--- config.mk ---
export PLATFORM = sky130hd
export DESIGN_NAME = sdram_client_arbiter
export DESIGN_NICKNAME = d
export VERILOG_FILES = /design/src/rtl/sdram_client_arbiter.sv
export SDC_FILE = /design/constraint.sdc
export NUM_CORES = 1
export LEC_CHECK = 0
export BUFFER_PORTS_ARGS = -buffer_cell sky130_fd_sc_hd__buf_4
export CAP_MARGIN = 40
export CELL_PAD_IN_SITES_DETAIL_PLACEMENT = 1
export CELL_PAD_IN_SITES_GLOBAL_PLACEMENT = 2
export CORE_ASPECT_RATIO = 1.5
export CORE_MARGIN = 2
export CORE_UTILIZATION = 26
export CTS_CLUSTER_DIAMETER = 80
export CTS_CLUSTER_SIZE = 25
export DETAILED_ROUTE_END_ITERATION = 6
export PLACE_DENSITY = 0.83
export SETUP_SLACK_MARGIN = 0.15
export SLEW_MARGIN = 10
export SYNTH_ARGS = -nofsm -noshare
export SYNTH_HDL_FRONTEND = slang
export SYNTH_SLANG_ARGS = --single-unit
--- constraint.sdc ---
create_clock -name i_clk -period 7.35 [get_ports i_clk]
set_clock_uncertainty 0.1 [all_clocks]
set_input_delay 1.1025 -clock i_clk [delete_from_list [all_inputs] [get_ports i_clk]]
set_output_delay 1.1025 -clock i_clk [all_outputs]
set_load 0.005 [all_outputs]
--- src/rtl/sdram_client_arbiter.sv ---
`default_nettype none
// ============================================================================
// sdram_client_arbiter : N-client arbiter (round-robin / fixed priority) in
// front of SDRAMBus, one outstanding access, per-access watchdog.   Rev 1.0
// ============================================================================
module sdram_client_arbiter #(
    parameter int N_CLIENTS   = 5,
    parameter int AW          = 23,
    parameter int DW          = 32,
    parameter int RR_MODE     = 1,
    parameter int TIMEOUT_CYC = 4096
) (
    input  logic                    i_clk,
    input  logic                    i_rst,
    input  logic [N_CLIENTS-1:0]    cli_read,
    input  logic [N_CLIENTS-1:0]    cli_write,
    input  logic [N_CLIENTS*AW-1:0] cli_addr,
    input  logic [N_CLIENTS*DW-1:0] cli_writedata,
    output logic [DW-1:0]           cli_readdata,
    output logic [N_CLIENTS-1:0]    cli_finished,
    output logic [N_CLIENTS-1:0]    cli_error,
    output logic [AW-1:0]           sdram_addr,
    output logic                    sdram_read,
    output logic                    sdram_write,
    output logic [DW-1:0]           sdram_writedata,
    input  logic [DW-1:0]           sdram_readdata,
    input  logic                    sdram_finished,
    output logic [N_CLIENTS-1:0]    o_grant,
    output logic                    o_busy
);
    localparam int IW  = (N_CLIENTS > 1) ? $clog2(N_CLIENTS) : 1;
    localparam int WDW = (TIMEOUT_CYC > 1) ? $clog2(TIMEOUT_CYC) : 1;
    localparam logic [WDW-1:0] C_WD_LAST = WDW'(TIMEOUT_CYC - 1);

    localparam logic [1:0] C_ST_IDLE = 2'd0;
    localparam logic [1:0] C_ST_BUSY = 2'd1;
    localparam logic [1:0] C_ST_DONE = 2'd2;

    logic [1:0]           state_q, state_d;
    logic [IW-1:0]        ptr_q, ptr_d;
    logic [IW-1:0]        gidx_q, gidx_d;
    logic                 rd_q, rd_d;
    logic [AW-1:0]        addr_q, addr_d;
    logic [DW-1:0]        wdata_q, wdata_d;
    logic [DW-1:0]        rdata_q, rdata_d;
    logic [N_CLIENTS-1:0] grant_q, grant_d;
    logic [N_CLIENTS-1:0] fin_q, fin_d;
    logic [N_CLIENTS-1:0] err_q, err_d;
    logic                 sread_q, sread_d;
    logic                 swrite_q, swrite_d;
    logic                 busy_q, busy_d;
    logic [WDW-1:0]       wdog_q, wdog_d;

    logic [N_CLIENTS-1:0] req;
    logic                 win_found;
    logic [IW-1:0]        win_idx;
    logic [IW-1:0]        cand;
    logic                 win_rd;
    logic [AW-1:0]        win_addr;
    logic [DW-1:0]        win_wdata;
    logic                 wd_expire;

    // Descending scan with overwrite leaves the first requester after the pointer
    // (round-robin) or the lowest requester (fixed priority) as the winner.
    always_comb begin
        req       = cli_read | cli_write;
        win_found = 1'b0;
        win_idx   = '0;
        cand      = '0;
        for (int i = N_CLIENTS; i >= 1; i--) begin
            if (RR_MODE != 0)
                cand = IW'((int'(ptr_q) + i) % N_CLIENTS);
            else
                cand = IW'(i - 1);
            if (req[cand]) begin
                win_found = 1'b1;
                win_idx   = cand;
            end
        end
        win_rd    = cli_read[win_idx];
        win_addr  = cli_addr[int'(win_idx)*AW +: AW];
        win_wdata = cli_writedata[int'(win_idx)*DW +: DW];
    end

    assign wd_expire = (TIMEOUT_CYC != 0) && (wdog_q == C_WD_LAST);

    always_ff @(posedge i_clk or posedge i_rst) begin
        if (i_rst) state_q <= C_ST_IDLE;
        else       state_q <= state_d;
    end

    always_comb begin
        state_d = state_q;
        case (state_q)
            C_ST_IDLE: if (win_found) state_d = C_ST_BUSY;
            C_ST_BUSY: if (sdram_finished || wd_expire) state_d = C_ST_DONE;
            C_ST_DONE: state_d = C_ST_IDLE;
            default:   state_d = C_ST_IDLE;
        endcase
    end

    always_comb begin
        ptr_d    = ptr_q;
        gidx_d   = gidx_q;
        rd_d     = rd_q;
        addr_d   = addr_q;
        wdata_d  = wdata_q;
        rdata_d  = rdata_q;
        grant_d  = grant_q;
        fin_d    = '0;
        err_d    = '0;
        sread_d  = sread_q;
        swrite_d = swrite_q;
        wdog_d   = wdog_q;
        busy_d   = (state_d != C_ST_IDLE);
        case (state_q)
            C_ST_IDLE: begin
                sread_d  = 1'b0;
                swrite_d = 1'b0;
                if (win_found) begin
                    gidx_d           = win_idx;
                    rd_d             = win_rd;
                    addr_d           = win_addr;
                    wdata_d          = win_wdata;
                    grant_d          = '0;
                    grant_d[win_idx] = 1'b1;
                    // read has precedence when a client raises both strobes
                    sread_d          = win_rd;
                    swrite_d         = ~win_rd;
                    wdog_d           = '0;
                end
            end
            C_ST_BUSY: begin
                if (sdram_finished) begin
                    sread_d  = 1'b0;
                    swrite_d = 1'b0;
                    fin_d    = grant_q;
                    if (rd_q) rdata_d = sdram_readdata;
                end else if (wd_expire) begin
                    sread_d  = 1'b0;
                    swrite_d = 1'b0;
                    fin_d    = grant_q;
                    err_d    = grant_q;
                    if (rd_q) rdata_d = '0;
                end else begin
                    wdog_d = wdog_q + 1'b1;
                end
            end
            C_ST_DONE: begin
                grant_d = '0;
                if (RR_MODE != 0) ptr_d = gidx_q;
            end
            default: ;
        endcase
    end

    always_ff @(posedge i_clk or posedge i_rst) begin
        if (i_rst) begin
            ptr_q    <= IW'(N_CLIENTS - 1);
            gidx_q   <= '0;
            rd_q     <= 1'b0;
            addr_q   <= '0;
            wdata_q  <= '0;
            rdata_q  <= '0;
            grant_q  <= '0;
            fin_q    <= '0;
            err_q    <= '0;
            sread_q  <= 1'b0;
            swrite_q <= 1'b0;
            busy_q   <= 1'b0;
            wdog_q   <= '0;
        end else begin
            ptr_q    <= ptr_d;
            gidx_q   <= gidx_d;
            rd_q     <= rd_d;
            addr_q   <= addr_d;
            wdata_q  <= wdata_d;
            rdata_q  <= rdata_d;
            grant_q  <= grant_d;
            fin_q    <= fin_d;
            err_q    <= err_d;
            sread_q  <= sread_d;
            swrite_q <= swrite_d;
            busy_q   <= busy_d;
            wdog_q   <= wdog_d;
        end
    end

    assign cli_readdata    = rdata_q;
    assign cli_finished    = fin_q;
    assign cli_error       = err_q;
    assign sdram_addr      = addr_q;
    assign sdram_read      = sread_q;
    assign sdram_write     = swrite_q;
    assign sdram_writedata = wdata_q;
    assign o_grant         = grant_q;
    assign o_busy          = busy_q;

endmodule
`default_nettype wire

-- Word level (Yosys, flattened, before mapping)
Cells that the tools add are included.
- output and inout port bits: 105
- word-level logic and storage cells: 104
- flip-flop bits (word level): 126
- bits of input ports: 320
- muxes and demuxes: 48
- divide/modulo/power cells: 5
- bitwise operators: 2
- shifts and indexed selects: 2
- add/sub/neg operators: 6
- $mul: 1
- equality and inequality tests: 7
- reduce and logical (&&, ||, !) cells: 12
- magnitude comparators: 7
- operators by type and width (cell ; number):
    modulo 32 x 4 -> 32 bit (second input constant) ; 5
    indexed part select 160 x 9 -> 32 bit ; 1
    2-to-1 mux 32 bit ; 4
    indexed part select 115 x 9 -> 23 bit ; 1
    2-to-1 mux 12 bit ; 3
    2-to-1 mux 5 bit ; 6
    less-than comparator 3 x 4 -> 1 bit (second input constant) ; 6
    one-hot mux 12 bit (2 select lines) ; 1
    binary-select mux 1 bit (select 3 bit) ; 6
    2-to-1 mux 1 bit ; 16
    2-to-1 mux 3 bit ; 5
    adder 12 x 1 -> 12 bit (second input constant) ; 1
    == test 12 bit (second input constant) ; 1
    one-hot mux 5 bit (2 select lines) ; 1
    adder 3 x 2 -> 4 bit (second input constant) ; 2
    adder 3 x 3 -> 4 bit (second input constant) ; 2
    multiplier 3 x 5 -> 8 bit (second input constant) ; 1
    nonzero test 2 bit ; 4
    inequality test 2 bit (second input constant) ; 3
    AND reduction 2 bit ; 3
    OR 5 bit ; 1
    adder 3 x 1 -> 4 bit (second input constant) ; 1
    2-to-1 mux 2 bit ; 2
    one-hot mux 1 bit (2 select lines) ; 2
    12 further kinds ; 12

-- Depth between registers and ports, before layout
- word-level depth: 15
- depth in mapped cells: 25
- mapped depth without buffers: 20

-- Least setup slack after synthesis
Ideal clock, no wire load.
- path kind: flip-flop to flip-flop
- start point: register ptr_q[0]
- end point: register sread_q, in the netlist sdram_read
- setup time: 0.120 ns
- data required time: 7.130 ns
- clock period less this slack: 5.587 ns
- arrival: 5.367 ns
- cell stages (with the launch flop): 25
- slack: 1.763 ns
- cell sequence: dfrtp_1 > clkbuf_1 > clkbuf_1 > clkbuf_1 > inv_1 > ha_1 > xnor2_2 > inv_2 > ha_1 > or2_2 > nand2b_1 > nand2_1 > xnor2_1 > ha_1 > nand2b_1 > o2111ai_1 > o22a_1 > o2111ai_1 > a2111oi_4 > o21ai_2 > o311ai_4 > buf_6 > a211oi_1 > a211o_1 > a31o_1
- cells in the longest elaborated chain, start to end: 13
- elaborated cells on any way between the ends: 34
- classes of those cells: add/sub: 5; div: 5; mux: 24
- ends and longest elaborated chain (element ; RTL line ; text):
    start: declaration ; 40 ; logic [IW-1:0] ptr_q, ptr_d;
    start signal: assignment ; 159 ; ptr_q <= IW'(N_CLIENTS - 1);
    start signal: assignment ; 173 ; ptr_q <= ptr_d;
    adder 3 x 3 -> 4 bit ; 72 ; cand = IW'((int'(ptr_q) + i) % N_CLIENTS);
    modulo 32 x 4 -> 32 bit ; 72 ;
    binary-select mux 1 bit (select 3 bit) ; 75 ; if (req[cand]) begin
    2-to-1 mux 1 bit (not written as such) ; 75 ;
    2-to-1 mux 3 bit (5 in series) ; 75 ;
    binary-select mux 1 bit (select 3 bit) ; 80 ; win_rd = cli_read[win_idx];
    2-to-1 mux 1 bit (not written as such) ; 80 ;
    2-to-1 mux 1 bit * ; 120 ; if (win_found) begin
    one-hot mux 1 bit (2 select lines) * ; 116 ; case (state_q)
    end signal: assignment ; 182 ; sread_q <= sread_d;
    end: declaration ; 49 ; logic sread_q, sread_d;
Mark *: on every way between the ends. The rest lies on a longest branch, timed or not. The select of a mux whose other input is x is not followed.
A chain may end at the register's enable or synchronous reset.

-- Final worst setup path
- start point: register ptr_q[1]
- end point: register wdata_q[17], in the netlist sdram_writedata[17]
- cells in the longest elaborated chain, start to end: 10
- elaborated cells on any way between the ends: 32
- classes of those cells: add/sub: 5; div: 5; shift: 1; mux: 20; reduce/logical: 1
- ends and longest elaborated chain (element ; RTL line ; text):
    adder 3 x 3 -> 4 bit ; 72 ;
    modulo 32 x 4 -> 32 bit ; 72 ;
    binary-select mux 1 bit (select 3 bit) ; 75 ;
    2-to-1 mux 1 bit (not written as such) ; 75 ;
    2-to-1 mux 3 bit or 2-to-1 mux 1 bit (tied branches) (5 in series) ; 75 ;
    indexed part select 160 x 9 -> 32 bit or AND reduction 2 bit (tied branches) ; n/a ;
    end signal: assignment ; 177 ; wdata_q <= wdata_d;
    end: declaration ; 44 ; logic [DW-1:0] wdata_q, wdata_d;
Several ways; a longest one is shown, not always the timed one. The select of a mux whose other input is x is not followed.

==> impl_results.md <==
* Starting DRT DRC Count at 372
* Vias per inst at 5.14
* Grt ovf at 0
* Die area at 39,000 um2
* Hold_sp: cli_readdata[25]
* Clock Tree Buf Depth at 2
* Fin. Hold Viols at 0
* Layout cells sized above 1 at 0.334
* Synth Flop Type: dfrtp_1
* Final period util at 0.817
* Synth async-reset ratio at 1.00
* Largest cells by area after synthesis: dfrtp_1 (32%), a21boi_0 (8.6%), and3_1 (7.5%), nand2_1 (5.8%), a41oi_1 (5.1%)
* Rows at 86
* Max Cap Violations at 0
* Syn. warnings at 0
* Setup Crit Path Kind: flip-flop to flip-flop
* Status: finished clean
* Cell taking the most area after synthesis: dfrtp_1
* DRC at 0
* Relative slew margins at 0.379
* FF/Latch Area at 3150 um2
* Clock root buffer: clkbuf_16
* Slew Limit Fails at 0
* Cell count after synthesis at 1,206
* Vias in the first global route at 11,343
* H-tree level count at 4
* Synth Net Count at 1,556
* First-pass GRT wire length at 64.0 mm
* CP Launch Type: flip-flop
* Measured slew at the worst slew-check pin at 0.920 ns
* Cts repair resizes at 0
* Clock Sink Count at 126
* Largest net degree at the start of global routing at 106
* CTS clk-pin slew, worst paths at 0.07 ns
* Tmin final at 6.01 ns
* # IOs at 425
* Crit path launch: ptr_q[1]
* Sum Neg Setup Slack at 0 ns
* Cell Area, Placed at 13,300 um2
* FF-to-FF Start: ptr_q[1]
* Area grow syn2layout at 43.5%
* Die W at 162 um
* CP Data Arrival Time at 6.18 ns
* Gpl congestion at 0.859
* Post-CTS setup buffer count at 0
* Via Count at 10,592
* Sequential share of the synthesized area at 0.324
* Die height at 241 um
* Clk Latency, worst-skew pair at 0.43 ns
* Commonest non-fill, non-tap cell in the layout: buf_4
* TritonRoute pass-1 iters at 4
* Final #Nets at 1,910
* Hold-fix buffers, CTS at 0
* Area of the core at 36,800 um2
* Number of fill cells at 4,451
* WL per Instance at 20.4 um
* CTS tree: yes
* Synth top area share at 0.322
* GRT Util Overall at 0.210
* Routed Antenna Nets at 0
* Design area at 13,900 um2
* Num CTS Buffers at 17
* Post-synth EDFFs at 0
* Fmax at 0.166 GHz
* Setup violations, final at 0
* CP Capture Type: flip-flop
* Number of buffers inserted by port buffering at 424
* Multi-input gate area at 6030 um2
* HP Class: flip-flop to flip-flop
* Crit Path Max Fanout at 100
* Most frequent cells in the layout: buf_4 (441), nand2_1 (151), dfrtp_1 (125), and3_1 (116), a21boi_0 (112)
* Synth Register Bits at 126
* Area of the mapped netlist at 9720 um2
* Antenna violations before repair at 1
* Initial Util at 0.264
* Req. time, crit path at 7.52 ns
* Routed wire length at 42.0 mm
* Unique masters post-synth at 81
* RSZ-0062 raised after global routing: false
* Post-DP HPWL at 31.7 mm
* Syn avg cell area at 8.06 um2
cell usage after synthesis (4+ instances only):
cell       number
nand2_1       151
dfrtp_1       125
and3_1        116
a21boi_0      112
nor2_1        100
o21ai_1        92
clkbuf_1       75
o21ai_0        73
a41oi_1        57
buf_2          31
ha_1           29
inv_1          22
mux2i_1        15
and2_1         14
a21oi_1        12
nand2b_1       10
nand3_1        10
mux2_2          8
o2111ai_1       8
o211ai_1        8
or2_2           8
xnor2_1         7
o21a_1          6
xor2_1          6
a21o_1          5
a31oi_1         5
nand4_1         5
a211oi_1        4
a32oi_1         4
nor2b_1         4
nor3_1          4
o31ai_1         4
routing by layer:
| metal | global-route usage | part of all wire | vias to the layer above |
|---|---|---|---|
| li1 | - | - | 5072 |
| met1 | 0.233 | 0.38 | 5148 |
| met2 | 0.387 | 0.53 | 305 |
| met3 | 0.0431 | 0.050 | 67 |
| met4 | 0.0928 | 0.036 | 0 |
| met5 | 0 | 0 | - |
worst paths after layout:
path                       cells after the start                  end  slack, ns
min reg2reg                                    2     cli_readdata[25]       0.38
min in group asynchronous                      2     cli_readdata[24]       0.67
min                                            2     cli_readdata[25]       0.38
max reg2reg                                   22  sdram_writedata[17]       1.34
max in group asynchronous                      4             ptr_q[2]       5.37
max                                           22  sdram_writedata[17]       1.34
final cells by class:
type / count / area share
Sequential cell: 126 / 0.226
Tap cell: 484 / 0.0434
Antenna cell: 2 / 0.000359
Multi-Input combinational cell: 944 / 0.432
Inverter: 25 / 0.00709
Clock buffer: 18 / 0.0315
Clock inverter: 14 / 0.0140
Timing Repair Buffer: 446 / 0.245
per-stage QoR:
stage,setup slack (ns),hold WS [ns],instances,utilization
after floorplan,1.76,0.373,1206,-
after global placement,1.58,0.364,2024,0.361
after detailed placement,1.37,0.375,2025,0.362
after CTS,1.35,0.391,2057,0.379
after global routing,0.833,0.417,2058,0.379
final,1.34,0.383,2059,0.379
logic make-up (layout without fill, tap and decap cells):
logic type,count (synthesis),count (layout),synth area share
fa+ha+maj,30,30,0.0394
compound gates,431,431,0.310
buf+inv,136,503,0.0588
simple gates,442,442,0.223
other cells,0,2,0
mux,26,26,0.0293
xor+xnor,15,15,0.0151
flops,126,126,0.324
critical path, cell delays in order (launching register included):
cell,delay [ns]
dfrtp_1,0.52
inv_1,0.22
ha_1,0.37
xnor2_2,0.36
inv_2,0.13
ha_1,0.22
or2_2,0.32
nand2b_1,0.17
nand2_1,0.08
xnor2_1,0.17
ha_1,0.19
nand2b_1,0.21
o211ai_1,0.12
a41oi_1,0.30
o311ai_1,0.20
a2111oi_4,0.45
o21ai_2,0.17
o311ai_4,0.43
buf_12,0.33
buf_4,0.29
a21boi_0,0.10
o21ai_0,0.16
a41oi_1,0.14
sequential cells by signal, summed over array words and instances, names as in the netlist:
register	cells
ptr_q	3
sdram_read	1
rd_q	1
sdram_writedata	32
gidx_q	3
o_busy	1
cli_finished	5
o_grant	5
sdram_write	1
state_q	2
sdram_addr	23
cli_error	5
wdog_q	12
cli_readdata	32
Power is not shown: default switching activity piles up to over one toggle a cycle in this logic, so the estimate is an artifact.
